===== config.mk =====
export PLATFORM = sky130hd
export DESIGN_NAME = sb_reinject_unit_flat
export DESIGN_NICKNAME = d
export VERILOG_FILES = /design/src/rtl/sb_reinject_unit_pkg.sv /design/src/rtl/sb_reinject_unit_if.sv /design/src/rtl/sb_reinject_unit_fifo.sv /design/src/rtl/sb_reinject_unit.sv /design/src/flat_wrapper.sv
export SDC_FILE = /design/constraint.sdc
export NUM_CORES = 1
export LEC_CHECK = 0
export CAP_MARGIN = 20
export CORE_UTILIZATION = 55
export DETAILED_ROUTE_END_ITERATION = 7
export PLACE_DENSITY = 0.86
export RECOVER_POWER = 50
export SLEW_MARGIN = 10
export SYNTH_ARGS = -nofsm -noshare
export SYNTH_HDL_FRONTEND = slang
export SYNTH_HIERARCHICAL = 1
export SYNTH_SLANG_ARGS = --single-unit

===== constraint.sdc =====
create_clock -name clk -period 6.6 [get_ports clk]
set_clock_uncertainty 0.2 [all_clocks]
set_input_delay 1.32 -clock clk [delete_from_list [all_inputs] [get_ports clk]]
set_output_delay 1.32 -clock clk [all_outputs]
set_load 0.03 [all_outputs]

===== src/rtl/sb_reinject_unit_pkg.sv =====
// Shared defaults, channel direction codes and the flit type for the
// side-buffer reinjection unit.
package sb_pkg;
  localparam int DEF_FLIT_W = 11;
  localparam int DEF_NCH    = 4;

  localparam int DIR_E = 0;
  localparam int DIR_W = 1;
  localparam int DIR_N = 2;
  localparam int DIR_S = 3;

  typedef logic [DEF_FLIT_W-1:0] flit_t;
endpackage


===== src/rtl/sb_reinject_unit_if.sv =====
// Channel, side-buffer offer and status bundle between the input latches,
// the reinjection unit and the permutation stage.
interface sb_reinject_unit_if
  import sb_pkg::*;
#(
  parameter int FLIT_W = DEF_FLIT_W,
  parameter int NCH    = DEF_NCH,
  parameter int DEPTH  = 4
);
  localparam int CW = $clog2(DEPTH + 1);

  logic [NCH*FLIT_W-1:0] in_flit;
  logic [NCH-1:0]        in_vld;
  logic [FLIT_W-1:0]     buf_flit;
  logic                  buf_vld;
  logic                  buf_ready;
  logic [NCH*FLIT_W-1:0] out_flit;
  logic [NCH-1:0]        out_vld;
  logic [CW-1:0]         count;
  logic                  redir;

  modport master (
    output in_flit, in_vld, buf_flit, buf_vld,
    input  buf_ready, out_flit, out_vld, count, redir
  );

  modport slave (
    input  in_flit, in_vld, buf_flit, buf_vld,
    output buf_ready, out_flit, out_vld, count, redir
  );
endinterface


===== src/rtl/sb_reinject_unit_fifo.sv =====
// Side-buffer FIFO; occupancy is tracked by count so a full FIFO can
// still push and pop in the same cycle.
module sb_fifo
  import sb_pkg::*;
#(
  parameter int FLIT_W = DEF_FLIT_W,
  parameter int DEPTH  = 4,
  localparam int AW    = $clog2(DEPTH),
  localparam int CW    = $clog2(DEPTH + 1)
) (
  input  logic              clk,
  input  logic              rst,
  input  logic              push,
  input  logic [FLIT_W-1:0] push_flit,
  input  logic              pop,
  output logic [FLIT_W-1:0] head,
  output logic [CW-1:0]     count
);
  logic [FLIT_W-1:0] mem [DEPTH];
  logic [AW-1:0]     rd;
  logic [AW-1:0]     wr;

  always_ff @(posedge clk) begin
    if (push) mem[wr] <= push_flit;
  end

  // Pointers wrap naturally because DEPTH is a power of two.
  always_ff @(posedge clk or posedge rst) begin
    if (rst) begin
      rd    <= '0;
      wr    <= '0;
      count <= '0;
    end else begin
      if (push) wr <= wr + 1'b1;
      if (pop)  rd <= rd + 1'b1;
      count <= count + CW'(push) - CW'(pop);
    end
  end

  assign head = mem[rd];
endmodule


===== src/rtl/sb_reinject_unit.sv =====
// Reinjects buffered deflected flits into free input channels round-robin,
// and swaps out a resident flit when every channel stays busy too long.
module sb_reinject_unit
  import sb_pkg::*;
#(
  parameter int FLIT_W    = DEF_FLIT_W,
  parameter int NCH       = DEF_NCH,
  parameter int DEPTH     = 4,
  parameter int STARVE_TH = 8
) (
  input logic                clk,
  input logic                rst,
  sb_reinject_unit_if.slave  bus
);
  localparam int CW = $clog2(DEPTH + 1);
  localparam int RW = (NCH > 1) ? $clog2(NCH) : 1;
  localparam int SW = $clog2(STARVE_TH + 1);

  logic [FLIT_W-1:0]     head;
  logic [CW-1:0]         fill;
  logic [RW-1:0]         rr;
  logic [RW-1:0]         free_idx;
  logic [RW-1:0]         sel_ch;
  logic                  free_found;
  logic [SW-1:0]         starve;
  logic                  push_acc;
  logic                  not_empty;
  logic                  inject;
  logic                  redirect;
  logic                  take;
  logic                  fifo_push;
  logic [FLIT_W-1:0]     fifo_din;
  logic [FLIT_W-1:0]     rr_flit;
  logic [NCH*FLIT_W-1:0] out_flit_q;
  logic [NCH-1:0]        out_vld_q;
  logic                  redir_q;

  function automatic logic [RW-1:0] rr_next(input logic [RW-1:0] c);
    return (int'(c) == NCH - 1) ? '0 : c + 1'b1;
  endfunction

  assign not_empty = (fill != '0);
  assign push_acc  = bus.buf_vld && bus.buf_ready;
  assign inject    = not_empty && free_found;
  assign redirect  = not_empty && !free_found && (starve == SW'(STARVE_TH)) && !push_acc;
  assign take      = inject || redirect;
  assign sel_ch    = inject ? free_idx : rr;
  assign fifo_push = push_acc || redirect;
  assign fifo_din  = redirect ? rr_flit : bus.buf_flit;

  always_comb begin
    logic [RW-1:0] idx;
    idx        = '0;
    free_found = 1'b0;
    free_idx   = rr;
    for (int k = 0; k < NCH; k++) begin
      idx = RW'((int'(rr) + k) % NCH);
      if (!free_found && !bus.in_vld[idx]) begin
        free_found = 1'b1;
        free_idx   = idx;
      end
    end
  end

  always_comb begin
    rr_flit = '0;
    for (int i = 0; i < NCH; i++) begin
      if (rr == RW'(i)) rr_flit = bus.in_flit[i*FLIT_W +: FLIT_W];
    end
  end

  sb_fifo #(.FLIT_W(FLIT_W), .DEPTH(DEPTH)) u_fifo (
    .clk       (clk),
    .rst       (rst),
    .push      (fifo_push),
    .push_flit (fifo_din),
    .pop       (take),
    .head      (head),
    .count     (fill)
  );

  // Channels pass through by default; the selected channel carries the head.
  always_ff @(posedge clk or posedge rst) begin
    if (rst) begin
      out_flit_q <= '0;
      out_vld_q  <= '0;
      redir_q    <= 1'b0;
      rr         <= RW'(DIR_E);
      starve     <= '0;
    end else begin
      out_flit_q <= bus.in_flit;
      out_vld_q  <= bus.in_vld;
      redir_q    <= redirect;
      for (int i = 0; i < NCH; i++) begin
        if (take && sel_ch == RW'(i)) begin
          out_flit_q[i*FLIT_W +: FLIT_W] <= head;
          out_vld_q[i]                   <= 1'b1;
        end
      end
      if (take) rr <= rr_next(sel_ch);
      if (!not_empty || take)
        starve <= '0;
      else if (starve != SW'(STARVE_TH))
        starve <= starve + 1'b1;
    end
  end

  assign bus.buf_ready = (fill < CW'(DEPTH));
  assign bus.count     = fill;
  assign bus.out_flit  = out_flit_q;
  assign bus.out_vld   = out_vld_q;
  assign bus.redir     = redir_q;
endmodule


===== src/flat_wrapper.sv =====
// flat-port wrapper written by rule: the top's interface ports become plain ports
module sb_reinject_unit_flat import sb_pkg::*;
#(
  parameter int FLIT_W    = DEF_FLIT_W,
  parameter int NCH       = DEF_NCH,
  parameter int DEPTH     = 4,
  parameter int STARVE_TH = 8
)
  (clk, rst, bus_in_flit, bus_in_vld, bus_buf_flit, bus_buf_vld, bus_buf_ready, bus_out_flit, bus_out_vld, bus_count, bus_redir);
  sb_reinject_unit_if #(.FLIT_W(FLIT_W), .NCH(NCH), .DEPTH(DEPTH)) bus_i ();
  input logic clk;
  input logic rst;
  input wire logic [$bits(bus_i.in_flit)-1:0] bus_in_flit;
  input wire logic [$bits(bus_i.in_vld)-1:0] bus_in_vld;
  input wire logic [$bits(bus_i.buf_flit)-1:0] bus_buf_flit;
  input wire logic [$bits(bus_i.buf_vld)-1:0] bus_buf_vld;
  output wire logic [$bits(bus_i.buf_ready)-1:0] bus_buf_ready;
  output wire logic [$bits(bus_i.out_flit)-1:0] bus_out_flit;
  output wire logic [$bits(bus_i.out_vld)-1:0] bus_out_vld;
  output wire logic [$bits(bus_i.count)-1:0] bus_count;
  output wire logic [$bits(bus_i.redir)-1:0] bus_redir;
  assign bus_i.in_flit = bus_in_flit;
  assign bus_i.in_vld = bus_in_vld;
  assign bus_i.buf_flit = bus_buf_flit;
  assign bus_i.buf_vld = bus_buf_vld;
  assign bus_buf_ready = bus_i.buf_ready;
  assign bus_out_flit = bus_i.out_flit;
  assign bus_out_vld = bus_i.out_vld;
  assign bus_count = bus_i.count;
  assign bus_redir = bus_i.redir;
  sb_reinject_unit #(.FLIT_W(FLIT_W), .NCH(NCH), .DEPTH(DEPTH), .STARVE_TH(STARVE_TH)) u_core (.clk(clk), .rst(rst), .bus(bus_i));
endmodule

# == Word level (Yosys, flattened, before mapping) ==
# Memory sizes are Yosys's and may differ from the RTL's.
# Cells that the tools add are included.
# word_totals
reg_bits,62
latchBits,0
ram_bits,44
mem_bits_ro,0
input_bits,62
out_inout_bits,53
wordCells,93
n_memories,1
# op_classes
add_sub_neg,9
mul,0
div_mod_pow,0
magnitude_cmp,5
eq_ne,9
shifts,0
mux,34
n_bitwise,0
n_reduce_logical,27
# memory_table
memory,depth,width,rd,rd_ports_with_merged_regs,wr,line,rtl
u_core.u_fifo.mem,4,11,1,0,1,sb_reinject_unit_fifo.sv:19,logic [FLIT_W-1:0] mem [DEPTH];
# ops
op,count
$mux W11,9
$mux W1,14
$logic_and A1 B1 Y1,12
$lt A2 B3 Y1 const B,4
$mux W2,5
$add A2 B1 Y2 const B,4
$bmux W1 S2,4
$eq A2 B2 Y1 const B,4
$logic_not A1 Y1,8
$mux W4,2
$eq A2 B1 Y1 const B,3
$add A2 B2 Y2 const B,2
$add A4 B1 Y4 const B,1
$eq A4 B4 Y1 const B,1
$logic_not A2 Y1,2
$ne A4 B4 Y1 const B,1
$add A3 B1 Y3,1
$logic_or A1 B1 Y1,3
$lt A3 B3 Y1 const B,1
$reduce_bool A3 Y1,1
$sub A3 B1 Y3,1
$reduce_bool A2 Y1,1

# == Logic depth before layout (Yosys ltp) ==
# Gate-level depths: netlist (run 1).
# logic_depth
depth_word,19
depth_mapped,13
ltp_nobuf,11

# == Hierarchy ==
# The synthesis (run 1) kept the hierarchy.
# modules_own_cells
mod,n_inst,cells_per_inst,area_per_inst_um2,seq_area_each_um2
sb_reinject_unit,1,273,3170.5,1376.3
sb_fifo,1,90,1974.4,1496.4

# == Worst setup path after synthesis (run 1) ==
# No wires, ideal clock.
# synth_timing
path_type,input port to flip-flop
from,input port bus_in_vld[0]
to,"register u_core.out_flit_q[34], in the netlist u_core/bus.out_flit[34]"
setup_time_ns,0.125
arrival_ns,3.171
required_time_ns,6.275
slack_ns,3.103
cell_stages,10
n_path_buf,2
path_cell_list,clkbuf_1 -> mux2_2 -> a22oi_1 -> nand2_1 -> a211o_1 -> a32o_1 -> ha_1 -> nand2_4 -> buf_6 -> mux2_4
# synth_via
elab_chain_len,18
word_cells_on_any_way,33
classes_between,eq/ne (1); mux (17); reduce/logical (15)
# synth_rtl
item,line,rtl
"start, declared",flat_wrapper.sv:14,input wire logic [$bits(bus_i.in_vld)-1:0] bus_in_vld;
$bmux W1 S2,sb_reinject_unit.sv:58,if (!free_found && !bus.in_vld[idx]) begin
$mux W1 (not written as such),sb_reinject_unit.sv:58,
$logic_not A1 Y1,sb_reinject_unit.sv:58,
$logic_and A1 B1 Y1,sb_reinject_unit.sv:58,
$mux W1,sb_reinject_unit.sv:58,
$logic_not A1 Y1,sb_reinject_unit.sv:58,
$logic_and A1 B1 Y1,sb_reinject_unit.sv:58,
$mux W1,sb_reinject_unit.sv:58,
$logic_not A1 Y1,sb_reinject_unit.sv:58,
$logic_and A1 B1 Y1,sb_reinject_unit.sv:58,
$mux W1,sb_reinject_unit.sv:58,
$logic_not A1 Y1,sb_reinject_unit.sv:45,assign redirect = not_empty && !free_found && (starve == SW'(STARVE_TH)) && !push_acc;
$logic_and A1 B1 Y1 (3 in series),sb_reinject_unit.sv:45,
$logic_or A1 B1 Y1,sb_reinject_unit.sv:46,assign take = inject || redirect;
$logic_and A1 B1 Y1 (*),sb_reinject_unit.sv:95,if (take && sel_ch == RW'(i)) begin
$mux W11 (*),sb_reinject_unit.sv:95,
"end signal, assigned",sb_reinject_unit.sv:91,out_flit_q <= bus.in_flit;
"end, declared",sb_reinject_unit.sv:34,logic [NCH*FLIT_W-1:0] out_flit_q;
# Every way passes the cells marked *; elsewhere a longest branch is shown, timed or not. The select of a mux whose other input is x is not followed.
# A chain may end at the register's enable or synchronous reset.

# == Final worst setup path (run 1) ==
# layout_timing
from,input port bus_in_vld[0]
to,register u_core.u_fifo.count[2]
# layout_via
word_cells_on_any_way,29
classes_between,add/sub (2); mux (12); reduce/logical (15)
# layout_lines
item,line,rtl
$bmux W1 S2,sb_reinject_unit.sv:58,
$mux W1 (not written as such),sb_reinject_unit.sv:58,
$logic_not A1 Y1,sb_reinject_unit.sv:58,
$logic_and A1 B1 Y1,sb_reinject_unit.sv:58,
$mux W1,sb_reinject_unit.sv:58,
$logic_not A1 Y1,sb_reinject_unit.sv:58,
$logic_and A1 B1 Y1,sb_reinject_unit.sv:58,
$mux W1,sb_reinject_unit.sv:58,
$logic_not A1 Y1,sb_reinject_unit.sv:58,
$logic_and A1 B1 Y1,sb_reinject_unit.sv:58,
$mux W1 (*),sb_reinject_unit.sv:58,
$logic_not A1 Y1,sb_reinject_unit.sv:45,
$logic_and A1 B1 Y1 (3 in series),sb_reinject_unit.sv:45,
$logic_or A1 B1 Y1 (*),sb_reinject_unit.sv:46,
named net u_core.take,sb_reinject_unit.sv:30,logic take;
$sub A3 B1 Y3 (*),sb_reinject_unit_fifo.sv:36,count <= count + CW'(push) - CW'(pop);
"end signal, assigned",sb_reinject_unit_fifo.sv:36,
"end, declared",sb_reinject_unit_fifo.sv:17,output logic [CW-1:0] count
# Mark *: on every way through the listed nets, which the timed path passes. The rest lies on a longest branch. The select of a mux whose other input is x is not followed.

==> results.toml, run 1 <==
[run_status]
outcome = "finished, violations left"
violations = "capacitance limit, slew limit"

[pwr]
p_sw_mw = 1.35
power.density_mw_per_mm2 = 502
power_leakage_nw = 2.63
sw_frac_of_total_pct = 41.7
power.internal_mw = 1.89
pwr-share-seq_pct = 31.9
clkPwrFrac_pct = 10.9
max-vdd-ir-drop_v = 0.000226
totalPowerFinal_mw = 3.24
combinationalPowerShare_pct = 57.2

[timing]
worst_slew_margin_rel_pct = -93.1
post-route-period-util_pct = 68.1
fin_setup_tns_ns = 0
hold_violations = 0
finalWorstSetupSlack_ns = 2.10
hold_ws_ns = 0.353
slew_viol_final = 56
rsz0062_at_grt = "no"
fin_crit_ns = 4.50
clock.fmax_ghz = 0.222
final-setup-viol-count = 0
worst_slew_pin_slew_ns = 2.90

[detailed_routing]
drc = 0
wl_per_cell_um = 19.5
drt_iter0_drc = 175
first_pass_iters = 5
via_per_inst = 5.81
vias = 3380
drtAntennaViolNets = 0
drt-total-wl_um = 11400

[final_layout]
n_fill_cell = 548
fin_util_pct = 72.6
design_area_sq_mm = 0.00646
syn_to_final_growth_pct = 25.5
fin_cells = 582
fin_nets = 548
final_layout_size_suffix_gt1_share_pct = 16.9
regArea_sq_mm = 0.00287
multi_input_area_sq_mm = 0.00208
antennaDiodeCount = 0

[yosys]
ys_types = 43
synth_edf_count = 44
synth-async-reset-ratio_pct = 58.5
synthCells = 363
synth_fp_nets = 442
netlist_area_sq_mm = 0.00514
synthMostInstantiatedCell = "dfrtp_1"
yosys_register_bits = 106
avgSynthCellArea_sq_um = 14.2
yosys_warnings = 6
synthTopCellsByArea = "dfrtp_1 (30%), edfxtp_1 (26%), mux2_4 (11%)"
yosysTopAreaCell = "dfrtp_1"
synth.top_cell.area_share_pct = 30.2
synth_ff_type = "dfrtp_1"
ys_top_cells_by_count = "dfrtp_1 (62), edfxtp_1 (44), mux2_4 (36)"
yosysSeqAreaShare_pct = 55.8

[die]
fp.dieW_um = 98.7
die_h_um = 98.7
initial_utilization_pct = 57.9
die-area_sq_mm = 0.00975
core_area_sq_mm = 0.00889
rows = 34
io_pins = 115

[setup_path]
required_ns = 6.69
cp_slowest_cell = "a21oi_1"
arrival_ns = 4.59
path_class = "input port to flip-flop"
cpPeakStageDelay_ns = 1.10
crit_chain = "dlygate4sd3_1, and4_1, a21oi_1, ha_1, inv_1, ha_1, fa_1, xnor2_1, xnor2_1"
cp-start-kind = "input port"
worstSetupEndpointType = "flip-flop"
cp_num_buf_inv = 2
crit_family = "compound AO/OA/AOI/OAI gates"
path_max_fanout = 12

[grt]
grt_usage_pct = 24.5
grt_antenna_before_repair = 0
grt_max_degree = 56
grt_pass1_vias = 3296
grt_pass1_wl_um = 17700
gr-total-overflow = 0

[place]
globalplace.congestion = 0.964
place_area_sq_mm = 0.00631
pre_cts_ws_ns = 2.13
io_buffer_count = 114
hpwl_um = 8680
placed_cells = 566

[clock_network]
clockBufferDepth = 2
cts_root_buf = "clkbuf_8"
clk_latency_ns = 0.36
cts.sinks = 106
post_cts_resized = 0
ctsHtreeMaxLevel = 3
cts_setup_buffers = 0
ctsHoldBuffers = 0
clk_pin_slew_ns = 0.09
cts_buffers = 9
cts_tree = "yes"

[flow_run]
cap_violations = 1

[worst_hold_path]
hold_path_class = "flip-flop to flip-flop"
## cell families after synthesis
group | Yosys count | synth area share (%)
XOR/XNOR | 7 | 1.19
buffers and inverters | 35 | 3.53
adder cells (fa/ha/maj) | 17 | 4.28
multiplexers | 63 | 19.4
flip-flops | 106 | 55.8
AND/OR/NAND/NOR | 78 | 8.61
AO/OA/AOI/OAI | 57 | 7.13
## worst paths after layout
kind,from,depth (start not counted),to,slack (ns)
worst min register to register,u_core/u_fifo/wr[0],1,u_core/u_fifo/wr[0],0.35
max in group asynchronous,rst,3,u_core/bus.out_flit[20],2.24
min in group asynchronous,rst,2,u_core/u_fifo/count[0],1.17
worst max-delay path,bus_in_vld[0],9,u_core/u_fifo/count[2],2.10
worst max register to register,u_core/starve[0],11,u_core/u_fifo/count[2],2.99
worst min-delay path,u_core/u_fifo/wr[0],1,u_core/u_fifo/wr[0],0.35
## power by group through the flow
stage               logic [mW]  clock network [mW]  registers, mW
floorplan                 1.08                   0           1.33
global placement          1.85                   0           1.05
detailed placement        1.91                   0           1.06
CTS                       1.91               0.357           1.05
global route              1.95               0.384           1.06
finish                    1.85               0.353           1.04
## layout by cell type (no fill, tap or decap), types with 3 or more instances in the layout
| cell | instances |
|---|---|
| ha_1 | 16 |
| mux2_2 | 12 |
| nand3_1 | 5 |
| mux4_2 | 10 |
| nor3_1 | 11 |
| nor2_1 | 13 |
| inv_1 | 13 |
| mux4_1 | 3 |
| dlygate4sd3_1 | 55 |
| clkdlybuf4s50_1 | 59 |
| mux2_4 | 36 |
| nand2_4 | 5 |
| a21oi_1 | 26 |
| dfrtp_1 | 62 |
| nand2_1 | 13 |
| o21a_1 | 3 |
| xnor2_1 | 4 |
| and2_1 | 4 |
| o21ai_0 | 8 |
| o211ai_1 | 3 |
| nor2b_1 | 12 |
| nand2b_1 | 5 |
| nand3b_1 | 4 |
| xor2_1 | 3 |
| clkbuf_8 | 9 |
| edfxtp_1 | 44 |
| a221oi_1 | 9 |
## layout make-up
cell class / count / share of cell area, %
clock buffers: 10 / 2.00
clock inverters: 6 / 0.639
inverters: 14 / 0.814
multi-input cells: 222 / 32.2
flip-flops and latches: 106 / 44.5
well taps: 108 / 2.09
repair buffers: 116 / 17.8
## state kept, by name (all words and copies together) (netlist names)
signal,count
u_core/bus.out_flit,44
u_core/bus.out_vld,4
u_core/bus.redir,1
u_core/rr,2
u_core/starve,4
u_core/u_fifo/count,3
u_core/u_fifo/mem,44
u_core/u_fifo/rd,2
u_core/u_fifo/wr,2
## routing by layer
layer  wire length [um]  global-route usage [%]
met1               4720                    32.7
met2               5530                    39.5
met3                764                    4.96
met4                362                    9.99
met5                  0                       0
Note: power is estimated with default switching activity, not from simulation.
==> run 2, diff against run 1 <==
--- a/config.mk
+++ b/config.mk
@@ -6,9 +6,9 @@
 export NUM_CORES = 1
 export LEC_CHECK = 0
 export CAP_MARGIN = 20
-export CORE_UTILIZATION = 55
+export CORE_UTILIZATION = 51
 export DETAILED_ROUTE_END_ITERATION = 7
-export PLACE_DENSITY = 0.86
+export PLACE_DENSITY = 0.81
 export RECOVER_POWER = 50
 export SLEW_MARGIN = 10
 export SYNTH_ARGS = -nofsm -noshare
==> constraint.sdc (replaced) <==
create_clock -name clk -period 4.4 [get_ports clk]
set_clock_uncertainty 0.2 [all_clocks]
set_input_delay 0.88 -clock clk [delete_from_list [all_inputs] [get_ports clk]]
set_output_delay 0.88 -clock clk [all_outputs]
set_load 0.03 [all_outputs]
==> results.toml, run 2 (synthesis gave the netlist of run 1 again) <==
[run_status]
outcome = "finished, violations left"
violations = "capacitance limit"

[timing]
worst_slew_margin_rel_pct = 0.268
post-route-period-util_pct = 83.9
hold_ws_ns = 0.340
worst_slew_pin_slew_ns = 1.49
fin_crit_ns = 3.69
slew_viol_final = 0
rsz0062_at_grt = "no"
final-setup-viol-count = 0
hold_violations = 0
fin_setup_tns_ns = 0
clock.fmax_ghz = 0.271

[clock_network]
cts_root_buf = "clkbuf_8"
ctsHoldBuffers = 0
clockBufferDepth = 2
clk_pin_slew_ns = 0.11
cts.sinks = 106
cts_buffers = 9
ctsHtreeMaxLevel = 3
clk_latency_ns = 0.37
cts_tree = "yes"
post_cts_resized = 0
cts_setup_buffers = 0

[pwr]
max-vdd-ir-drop_v = 0.000352
power.density_mw_per_mm2 = 755
power_leakage_nw = 2.66
totalPowerFinal_mw = 4.94

[detailed_routing]
wl_met3_um = 409
wl_per_cell_um = 18.2
first_pass_iters = 4
top_layer = "met4"
vias = 3347
drc = 0
dr_wl_met2_um = 5720
drt_iter0_drc = 151
drt-total-wl_um = 11100
via_per_inst = 5.50
drtAntennaViolNets = 0
wl_met1_um = 4830

[grt]
grt_pass1_vias = 3219
grt_usage_pct = 21.8
gr-total-overflow = 0
grt_max_degree = 40
grt_antenna_before_repair = 0
grt_pass1_wl_um = 16900

[setup_path]
cpPeakStageDelay_ns = 0.76
worstSetupEndpointType = "flip-flop"
cp_slowest_cell = "dlygate4sd3_1"
crit_family = "buffers and inverters"
crit_chain = "dlygate4sd3_1, and4_1, a21oi_4, clkbuf_1, ha_1, inv_1, ha_1, fa_1, xnor2_1, xnor2_1"
cp_num_buf_inv = 3
reg2reg_depth = 10
cp-start-kind = "input port"
rrSetupSlack_ns = 0.81
r2r-end = "u_core/bus.out_flit[6]"
arrival_ns = 3.79
path_max_fanout = 12
r2r_start = "u_core/rr[0]"
critPathLaunch = "bus_in_vld[0]"
required_ns = 4.50
path_class = "input port to flip-flop"

[die]
io_pins = 115
die_h_um = 102
fp.dieW_um = 102
initial_utilization_pct = 52.6
core_area_sq_mm = 0.00977
rows = 36
die-area_sq_mm = 0.0105

[place]
hpwl_um = 8390
io_buffer_count = 114
globalplace.congestion = 0.901
place_area_sq_mm = 0.00635

[final_layout]
final_common_cell = "dfrtp_1"
design_area_sq_mm = 0.00655
antennaDiodeCount = 0
syn_to_final_growth_pct = 27.2
multi_input_area_sq_mm = 0.00209
regArea_sq_mm = 0.00287
fin_nets = 550
final_layout_size_suffix_gt1_share_pct = 17.0
final_cell_mix = "dfrtp_1 (62), clkdlybuf4s50_1 (59), dlygate4sd3_1 (55)"
n_fill_cell = 697

[flow_run]
cap_violations = 1

[worst_hold_path]
min_path_cells = 1
hold_path_class = "flip-flop to flip-flop"
min_from = "u_core/u_fifo/wr[0]"
holdPathEnd = "u_core/u_fifo/wr[0]"
-- run 2: cell types whose count changed in the layout (fill, tap and decap cells not counted), sizes merged --
cell and change:
inv +3, bufinv +1, clkbuf +1, clkinv -3
-- run 2: worst max-delay path by stage --
stage                              endpoint  slack (ns)  cells after the start
floorplan           u_core/bus.out_flit[34]        1.02                     13
global placement     u_core/u_fifo/count[2]        0.77                     10
detailed placement   u_core/bus.out_flit[6]        0.70                      9
CTS                  u_core/bus.out_flit[6]        0.87                     10
global route         u_core/u_fifo/count[2]        0.58                     10
finish               u_core/u_fifo/count[2]        0.71                     10
-- run 2: metal layers --
layer | vias up | global-route usage, %
li1 | 1543 | -
met1 | 1692 | 30.0
met2 | 98 | 36.9
met3 | 14 | 2.46
met4 | 0 | 5.60
met5 | - | 0
-- run 2: report_power, final --
part	total [mW]	switching, mW	internal (mW)
registers	1.56	0.190	1.37
clock network	0.622	0.348	0.274
logic	2.77	1.51	1.26
-- run 2: metrics by stage --
step	setup WS [ns]	utilization (%)	std cells
CTS	0.867	67.1	609
global route	0.579	67.0	609
global placement	0.770	65.0	593
floorplan	1.02	-	363
finish	0.710	67.0	609
detailed placement	0.702	65.0	593
-- run 2: final cells by class --
| type | count | area share, % |
|---|---|---|
| multi-input combinational | 222 | 31.9 |
| timing repair buffer | 118 | 17.7 |
| inverter | 14 | 0.803 |
| tap | 133 | 2.54 |
| clock buffer | 9 | 1.89 |
| clock inverter | 7 | 1.26 |
| sequential | 106 | 43.9 |
==> run 3, diff against run 2 <==
--- a/config.mk
+++ b/config.mk
@@ -6,9 +6,9 @@
 export NUM_CORES = 1
 export LEC_CHECK = 0
 export CAP_MARGIN = 20
-export CORE_UTILIZATION = 51
+export CORE_UTILIZATION = 46
 export DETAILED_ROUTE_END_ITERATION = 7
-export PLACE_DENSITY = 0.81
+export PLACE_DENSITY = 0.77
 export RECOVER_POWER = 50
 export SLEW_MARGIN = 10
 export SYNTH_ARGS = -nofsm -noshare
==> constraint.sdc (replaced) <==
create_clock -name clk -period 3.1 [get_ports clk]
set_clock_uncertainty 0.2 [all_clocks]
set_input_delay 0.62 -clock clk [delete_from_list [all_inputs] [get_ports clk]]
set_output_delay 0.62 -clock clk [all_outputs]
set_load 0.03 [all_outputs]
==> results.toml, run 3 (synthesis gave the netlist of run 1 again) <==
[timing]
post-route-period-util_pct = 96.6
worst_slew_pin_slew_ns = 1.05
final-setup-viol-count = 0
hold_violations = 0
clock.fmax_ghz = 0.334
fin_crit_ns = 2.99
worst_slew_margin_rel_pct = 30.2
finalWorstSetupSlack_ns = 0.106
rsz0062_at_grt = "yes"
slew_viol_final = 0

[setup_path]
reg2reg_depth = 10
required_ns = 3.15
worstSetupEndpointType = "flip-flop"
critPathLaunch = "u_core/rr[1]"
r2r_start = "u_core/rr[1]"
arrival_ns = 3.04
path_class = "flip-flop to flip-flop"
cp-start-kind = "flip-flop"
path_max_fanout = 12

[place]
pre_cts_ws_ns = -0.274
io_buffer_count = 114
placed_cells = 624
hpwl_um = 8850
globalplace.congestion = 0.880

[grt]
grt_pass1_wl_um = 17900
grt_antenna_before_repair = 0
gr-total-overflow = 0
grt_max_degree = 24
grt_usage_pct = 20.8
grt_pass1_vias = 3484

[flow_run]
cap_violations = 0

[detailed_routing]
via_per_inst = 5.43
drtAntennaViolNets = 0
first_pass_iters = 5
vias = 3477
drc = 0
wl_per_cell_um = 18.1
drt_iter0_drc = 211
drt-total-wl_um = 11600

[pwr]
power_leakage_nw = 2.80
clkPwrFrac_pct = 10.9
combinationalPowerShare_pct = 59.1
max-vdd-ir-drop_v = 0.000555
pwr-share-seq_pct = 30.0
power.density_mw_per_mm2 = 1050
power.internal_mw = 4.19
sw_frac_of_total_pct = 41.3
p_sw_mw = 2.95

[final_layout]
syn_to_final_growth_pct = 31.8
final_cell_mix = "dfrtp_1 (61), clkdlybuf4s50_1 (58), dlygate4sd3_1 (54)"
fin_nets = 574
final_layout_size_suffix_gt1_share_pct = 21.2
final_common_cell = "dfrtp_1"
fin_cells = 640
antennaDiodeCount = 0

[clock_network]
cts.sinks = 106
cts_root_buf = "clkbuf_8"
cts_buffers = 9
post_cts_resized = 0
clk_latency_ns = 0.36
cts_tree = "yes"
cts_setup_buffers = 0
ctsHtreeMaxLevel = 3
clockBufferDepth = 2
clk_pin_slew_ns = 0.10
ctsHoldBuffers = 0

[run_status]
outcome = "finished clean"

[die]
core_area_sq_mm = 0.0109
rows = 38
initial_utilization_pct = 47.3
die-area_sq_mm = 0.0116
fp.dieW_um = 108
io_pins = 115
die_h_um = 108

[worst_hold_path]
min_path_cells = 1
min_from = "u_core/u_fifo/wr[0]"
hold_path_class = "flip-flop to flip-flop"
-- run 3: changes by cell type in the layout (fill, tap and decap cells not counted), moves of 2 or more --
| cell | previous run | this run |
|---|---|---|
| inv_4 | 0 | 2 |
| buf_4 | 0 | 19 |
| dlymetal6s2s_1 | 0 | 2 |
| buf_12 | 0 | 5 |
-- run 3: final timing paths --
path	to	slack, ns
hold / removal	u_core/u_fifo/wr[0]	0.35
setup reg to reg	u_core/bus.out_flit[14]	0.11
max in group asynchronous	u_core/bus.out_flit[17]	0.66
setup / recovery	u_core/bus.out_flit[14]	0.11
hold reg to reg	u_core/u_fifo/wr[0]	0.35
min in group asynchronous	u_core/u_fifo/count[2]	0.43
-- run 3: worst max-delay path: stages (launching register included) --
cell and delay [ns]:
dfrtp_1 0.36, inv_1 0.08, ha_1 0.34, mux4_2 0.55, o21ai_0 0.09, o211ai_1 0.11
o21ai_1 0.14, a32oi_1 0.18, ha_1 0.25, nand2_4 0.22, mux2_2 0.37
-- run 3: layout make-up --
cell class / instances / area (sq um)
Inverter: 14 / 52.6
Fill cell: 843 / 4110
Clock buffer: 10 / 128
Clock inverter: 6 / 48.8
Timing Repair Buffer: 142 / 1400
Tap cell: 140 / 175
Multi-Input combinational cell: 222 / 2100
Sequential cell: 106 / 2870
-- run 3: routing by layer --
layer	track usage, %	part of all wire [%]	vias up
met5	0	0	-
met4	7.63	1.5	0
met3	3.15	5.8	15
met2	36.0	51	134
met1	26.4	41	1738
li1	-	-	1590
-- run 3: through the flow --
step | hold WS [ns] | cell area, sq um | util [%] | power (mW) | TNS (ns)
final | 0.351 | 6780 | 62.3 | 7.15 | 0
after global routing | 0.383 | 6780 | 62.3 | 7.54 | -0.00553
after CTS | 0.328 | 6780 | 62.3 | 7.32 | 0
after detailed placement | 0.334 | 6610 | 60.7 | 6.55 | -11.14
after global placement | 0.314 | 6610 | 60.7 | 6.43 | -6.24
after floorplan | 0.223 | 5160 | - | 5.15 | 0
-- run 3: power by group through the flow --
stage                     Clock, mW  Sequential, mW  Combinational (mW)
final                         0.778            2.14                4.23
after global routing          0.854            2.19                4.49
after CTS                     0.794            2.17                4.35
after detailed placement          0            2.20                4.34
after global placement            0            2.19                4.24
after floorplan                   0            2.83                2.32
